## config.mk

```make
export PLATFORM = sky130hd
export DESIGN_NAME = uart_word_assembler_flat
export DESIGN_NICKNAME = d
export VERILOG_FILES = /design/src/rtl/uart_word_assembler_if.sv /design/src/rtl/uart_word_assembler.sv /design/src/flat_wrapper.sv
export SDC_FILE = /design/constraint.sdc
export NUM_CORES = 1
export LEC_CHECK = 0
export ABC_AREA = 1
export CORE_ASPECT_RATIO = 1.2
export CORE_MARGIN = 10
export CORE_UTILIZATION = 40
export CTS_CLUSTER_DIAMETER = 120
export DETAILED_ROUTE_END_ITERATION = 7
export PLACE_DENSITY = 0.67
export SYNTH_ARGS = -nofsm -noshare
export SYNTH_HDL_FRONTEND = slang
export SYNTH_SLANG_ARGS = --single-unit
```

## constraint.sdc

```tcl
create_clock -name clk -period 3.2 [get_ports clk]
set_input_delay 0.32 -clock clk [delete_from_list [all_inputs] [get_ports clk]]
set_output_delay 0.32 -clock clk [all_outputs]
set_load 0.02 [all_outputs]
```

## src/rtl/uart_word_assembler_if.sv

```systemverilog
// Byte-in / word-out bundle for uart_word_assembler.
// slave is the assembler side; master is the UART/consumer side.
interface uart_word_assembler_if #(
  parameter int BYTES = 4
);
  localparam int CW = $clog2(BYTES + 1);

  logic                 rx_valid;
  logic [7:0]           rx_data;
  logic [8*BYTES-1:0]   word_data;
  logic                 word_valid;
  logic                 word_ready;
  logic [CW-1:0]        byte_cnt;
  logic                 overrun;
  logic                 timeout;

  modport slave (
    input  rx_valid, rx_data, word_ready,
    output word_data, word_valid, byte_cnt, overrun, timeout
  );

  modport master (
    output rx_valid, rx_data, word_ready,
    input  word_data, word_valid, byte_cnt, overrun, timeout
  );
endinterface

```

## src/rtl/uart_word_assembler.sv

```systemverilog
// Packs BYTES UART bytes into one word and offers it on a valid/ready port,
// with an inter-byte timeout for stalled partial words and an overrun flag.
module uart_word_assembler #(
  parameter int BYTES          = 4,
  parameter bit MSB_FIRST      = 1'b0,
  parameter int TIMEOUT_CYCLES = 100000
) (
  input  logic                  clk,
  input  logic                  rst,
  uart_word_assembler_if.slave  bus
);
  localparam int W  = 8 * BYTES;
  localparam int CW = $clog2(BYTES + 1);
  localparam int TW = (TIMEOUT_CYCLES < 2) ? 1 : $clog2(TIMEOUT_CYCLES + 1);
  localparam logic [CW-1:0] LAST  = CW'(BYTES - 1);
  localparam logic [TW-1:0] TLIM1 = (TIMEOUT_CYCLES == 0) ? '0 : TW'(TIMEOUT_CYCLES - 1);

  typedef enum logic {S_IDLE, S_COLLECT} state_t;

  state_t        r_state, w_state_nxt;
  logic [W-1:0]  r_asm, w_asm_nxt, w_asm_ins;
  logic [W-1:0]  r_word;
  logic [CW-1:0] r_cnt, w_cnt_nxt;
  logic [TW-1:0] r_tmo, w_tmo_nxt;
  logic          r_valid, r_ovr, r_to;
  logic          w_done, w_to, w_load;

  // Assembly register with the incoming byte dropped into slot r_cnt.
  always_comb begin
    w_asm_ins = r_asm;
    for (int k = 0; k < BYTES; k++) begin
      if (r_cnt == CW'(k))
        w_asm_ins[(MSB_FIRST ? (BYTES - 1 - k) : k) * 8 +: 8] = bus.rx_data;
    end
  end

  always_ff @(posedge clk or posedge rst) begin
    if (rst) r_state <= S_IDLE;
    else     r_state <= w_state_nxt;
  end

  always_comb begin
    w_state_nxt = r_state;
    w_cnt_nxt   = r_cnt;
    w_asm_nxt   = r_asm;
    w_tmo_nxt   = r_tmo;
    w_done      = 1'b0;
    w_to        = 1'b0;
    case (r_state)
      S_IDLE: begin
        w_tmo_nxt = '0;
        if (bus.rx_valid) begin
          w_asm_nxt   = w_asm_ins;
          w_cnt_nxt   = CW'(1);
          w_state_nxt = S_COLLECT;
        end
      end
      S_COLLECT: begin
        if (bus.rx_valid) begin
          w_tmo_nxt = '0;
          if (r_cnt == LAST) begin
            w_done      = 1'b1;
            w_asm_nxt   = '0;
            w_cnt_nxt   = '0;
            w_state_nxt = S_IDLE;
          end else begin
            w_asm_nxt = w_asm_ins;
            w_cnt_nxt = r_cnt + CW'(1);
          end
        end else if (TIMEOUT_CYCLES != 0) begin
          // The limit is hit on this edge; a byte in the same cycle takes priority above.
          if (r_tmo == TLIM1) begin
            w_to        = 1'b1;
            w_asm_nxt   = '0;
            w_cnt_nxt   = '0;
            w_tmo_nxt   = '0;
            w_state_nxt = S_IDLE;
          end else begin
            w_tmo_nxt = r_tmo + TW'(1);
          end
        end
      end
      default: w_state_nxt = S_IDLE;
    endcase
  end

  assign w_load = w_done && (!r_valid || bus.word_ready);

  always_ff @(posedge clk or posedge rst) begin
    if (rst) begin
      r_asm   <= '0;
      r_cnt   <= '0;
      r_tmo   <= '0;
      r_word  <= '0;
      r_valid <= 1'b0;
      r_ovr   <= 1'b0;
      r_to    <= 1'b0;
    end else begin
      r_asm <= w_asm_nxt;
      r_cnt <= w_cnt_nxt;
      r_tmo <= w_tmo_nxt;
      r_ovr <= w_done && !w_load;
      r_to  <= w_to;
      if (w_load) begin
        r_word  <= w_asm_ins;
        r_valid <= 1'b1;
      end else if (r_valid && bus.word_ready) begin
        r_valid <= 1'b0;
      end
    end
  end

  assign bus.word_data  = r_word;
  assign bus.word_valid = r_valid;
  assign bus.byte_cnt   = r_cnt;
  assign bus.overrun    = r_ovr;
  assign bus.timeout    = r_to;
endmodule

```

## src/flat_wrapper.sv

```systemverilog
// flat-port wrapper written by rule: the top's interface ports become plain ports
module uart_word_assembler_flat 
#(
  parameter int BYTES          = 4,
  parameter bit MSB_FIRST      = 1'b0,
  parameter int TIMEOUT_CYCLES = 100000
)
  (clk, rst, bus_rx_valid, bus_rx_data, bus_word_ready, bus_word_data, bus_word_valid, bus_byte_cnt, bus_overrun, bus_timeout);
  uart_word_assembler_if #(.BYTES(BYTES)) bus_i ();
  input  logic clk;
  input  logic rst;
  input wire logic [$bits(bus_i.rx_valid)-1:0] bus_rx_valid;
  input wire logic [$bits(bus_i.rx_data)-1:0] bus_rx_data;
  input wire logic [$bits(bus_i.word_ready)-1:0] bus_word_ready;
  output wire logic [$bits(bus_i.word_data)-1:0] bus_word_data;
  output wire logic [$bits(bus_i.word_valid)-1:0] bus_word_valid;
  output wire logic [$bits(bus_i.byte_cnt)-1:0] bus_byte_cnt;
  output wire logic [$bits(bus_i.overrun)-1:0] bus_overrun;
  output wire logic [$bits(bus_i.timeout)-1:0] bus_timeout;
  assign bus_i.rx_valid = bus_rx_valid;
  assign bus_i.rx_data = bus_rx_data;
  assign bus_i.word_ready = bus_word_ready;
  assign bus_word_data = bus_i.word_data;
  assign bus_word_valid = bus_i.word_valid;
  assign bus_byte_cnt = bus_i.byte_cnt;
  assign bus_overrun = bus_i.overrun;
  assign bus_timeout = bus_i.timeout;
  uart_word_assembler #(.BYTES(BYTES), .MSB_FIRST(MSB_FIRST), .TIMEOUT_CYCLES(TIMEOUT_CYCLES)) u_core (.clk(clk), .rst(rst), .bus(bus_i));
endmodule
```

==> flow_metrics.env <==
export IMPL_mostFrequentLayoutCells="nand2_1 (161), dfrtp_1 (88), nor2_1 (75), clkdlybuf4s50_1 (49)"
export IMPL_htree_levels=3
export IMPL_io_pins=50
export IMPL_cp_data_arrival_time_ns=2.47
export IMPL_wire_per_inst_um=14.3
export IMPL_drive_gt1_frac=0.0828
export IMPL_crit_end="u_core.bus.word_data[3]$_DFFE_PP0P_"
export IMPL_antenna_cells=0
export IMPL_crit_required_ns=3.47
export IMPL_port_buffers=49
export IMPL_cts_buffers=9
export IMPL_status="completed"
export IMPL_netlist_top_cells_area="dfrtp_1 (51%), nand2_1 (14%), nor2_1 (6.5%), nand3_1 (4.9%), o21ai_0 (4.5%)"
export IMPL_rsz0062_at_grt="no"
export IMPL_final_setup_tns_ns=0
export IMPL_critical_path_buf_inv_count=3
export IMPL_dpl_hpwl_um=7010
export IMPL_worst_pin_slew_ns=0.905
export IMPL_critPathKind="reg -> reg"
export IMPL_cts_tree="done"
export IMPL_dp_slack_ns=1.05
export IMPL_timing_slew_headroom=0.394
export IMPL_clock_path_buffers=2
export IMPL_grt_overflow_total=0
export IMPL_ys_seq_elements=88
export IMPL_drt_total_wl_um=10300
export IMPL_critPathSlowestCell="dfrtp_1"
export IMPL_die_w_um=115
export IMPL_r2r_start="u_core.bus.byte_cnt[0]$_DFFE_PP0P_"
export IMPL_nNetsFinal=604
export IMPL_cts_setup_buffers=0
export IMPL_endpoint_kind="register"
export IMPL_syn_inst=546
export IMPL_reg2regPathDepth=9
export IMPL_core_um2=10600
export IMPL_final_common_cell="nand2_1"
export IMPL_crit_path_start_kind="register"
export IMPL_path_clk_slew_ns=0.06
export IMPL_netlist_area_leader_share=0.506
export IMPL_crit_path_start="u_core.bus.byte_cnt[0]$_DFFE_PP0P_"
export IMPL_firstDrtPassIters=5
export IMPL_gp_congestion=0.789
export IMPL_initial_core_util=0.412
export IMPL_r2r_end="u_core.bus.word_data[3]$_DFFE_PP0P_"
export IMPL_finClkSkew_ns=0.00889
export IMPL_yosys_area_top_type="dfrtp_1"
export IMPL_vias=3600
export IMPL_grt_pass1_wl_um=17800
export IMPL_yosys_warnings=0
export IMPL_worst_slack_ns=0.991
export IMPL_drt_iter0_markers=268
export IMPL_numClockSinks=88
export IMPL_post_route_drc_count=0
export IMPL_grt_pass1_vias=3537
export IMPL_path_max_fanout=30
export IMPL_power_per_cell_area_nw_per_um2=854
export IMPL_syn_avg_cell_area_um2=7.98
export IMPL_antenna_found_initial=0
export IMPL_netlist_area_um2=4360
export IMPL_vdd_drop_max_mv=0.304
export IMPL_area_delta_synth_final_pct=19.8
export IMPL_hold_path_class="in -> async"
export IMPL_ctsResizeCount=0
export IMPL_crit_chain="ha_1, nand2_2, clkinv_4, nand3_4, nor2_4, inv_2, buf_4, nand2_1, o21ai_1"
export IMPL_grt_max_degree=55
export IMPL_die_area_um2=15500
export IMPL_min_period_ns=2.21
export IMPL_fin_total_pwr_mw=4.45
export IMPL_drt_antenna_violating_nets=0
export IMPL_slew_violations=0
export IMPL_die_h_um=134
export IMPL_p_leak_nw=2.51
export IMPL_setup_viol=0
export IMPL_yosysSeqAreaShare=0.506
export IMPL_slowest_delay_ns=0.45
export IMPL_synth_cell_type_count=33
export IMPL_cp_num_cells=9
export IMPL_grt_usage=0.142
export IMPL_ff2ff_setup_slack_ns=0.99
export IMPL_fmax_ghz=0.453
export IMPL_path_delay_family="buffers and inverters"
export IMPL_finalHoldViolCount=0
export IMPL_finalCritPeriodShare=0.690
export IMPL_drv_cap=0
export IMPL_clk_latency_ns=0.35
export IMPL_viasPerCell=4.99
export IMPL_root_buffer="clkbuf_16"
export IMPL_synth_nets=563
export IMPL_rows=41
export IMPL_hold_buffers=0
Yosys cell counts:
| cell | n |
|---|---|
| nand2_1 | 161 |
| dfrtp_1 | 88 |
| nor2_1 | 75 |
| inv_1 | 44 |
| nand3_1 | 43 |
| o21ai_0 | 39 |
| a21oi_1 | 11 |
| o21ai_1 | 11 |
| buf_6 | 9 |
| nor3_1 | 8 |
| buf_2 | 7 |
| clkbuf_1 | 6 |
| o21ai_2 | 6 |
| ha_1 | 5 |
| nor2_2 | 4 |
| inv_2 | 3 |
| nand2_2 | 3 |
| nor2_4 | 3 |
| nand3_2 | 2 |
| nor3b_1 | 2 |
| nor4_1 | 2 |
| or2_2 | 2 |
| xor2_1 | 2 |
| a31oi_1 | 1 |
| buf_4 | 1 |
| clkinv_4 | 1 |
| nand3_4 | 1 |
| nand4_1 | 1 |
| nor3_2 | 1 |
| nor3b_2 | 1 |
| o21a_1 | 1 |
| o21ai_4 | 1 |
| o32ai_1 | 1 |
layout make-up:
cell class                 count  area (um^2)
clock buffer                  11          253
tap                          129          161
timing repair buffer          53          533
multi-input combinational    387         1800
sequential                    88         2200
inverter                      48          186
clock inverter                 5         78.8
fill                        1034         5350
through the flow:
step | utilization | instances | hold WS (ns) | instance area [um^2]
after CTS | 0.494 | 721 | 0.373 | 5220
after detailed placement | 0.462 | 705 | 0.461 | 4880
after global placement | 0.462 | 705 | 0.447 | 4880
after floorplan | - | 546 | 0.433 | 4360
final | 0.494 | 721 | 0.355 | 5220
after global routing | 0.494 | 721 | 0.412 | 5220
sequential cells by signal (all words and copies together) (netlist names):
name,flops
u_core.r_asm,32
u_core.bus.overrun,1
u_core.r_tmo,17
u_core.bus.word_data,32
u_core.bus.timeout,1
u_core.r_state,1
u_core.bus.byte_cnt,3
u_core.bus.word_valid,1
worst min-delay path by stage:
stage | startpoint | to | slack, ns
finish | rst | u_core.bus.word_data[6]$_DFFE_PP0P_ | 0.36
global route | rst | u_core.bus.word_data[6]$_DFFE_PP0P_ | 0.41
CTS | rst | u_core.bus.word_data[6]$_DFFE_PP0P_ | 0.37
detailed placement | u_core.r_tmo[0]$_DFF_PP0_ | u_core.r_tmo[0]$_DFF_PP0_ | 0.46
global placement | u_core.r_tmo[0]$_DFF_PP0_ | u_core.r_tmo[0]$_DFF_PP0_ | 0.45
floorplan | u_core.r_tmo[0]$_DFF_PP0_ | u_core.r_tmo[0]$_DFF_PP0_ | 0.43
logic make-up after synthesis:
logic type / Yosys count / share of synthesized area
AO/OA/AOI/OAI: 71 / 0.0911
buffers and inverters: 71 / 0.0807
XOR/XNOR: 2 / 0.00402
adder cells (fa/ha/maj): 5 / 0.0144
flip-flops: 88 / 0.506
AND/OR/NAND/NOR: 309 / 0.304
layer usage:
metal | part of all wire | global-route usage
met1 | 0.44 | 0.177
met2 | 0.47 | 0.221
met3 | 0.068 | 0.0455
met4 | 0.021 | 0.0592
met5 | 0 | 0
power by group:
group	internal [mW]	total, mW	switching (mW)
combinational	0.655	1.65	0.996
sequential	1.44	1.64	0.195
clock	0.725	1.17	0.440
(Power assumes the default switching activity.)
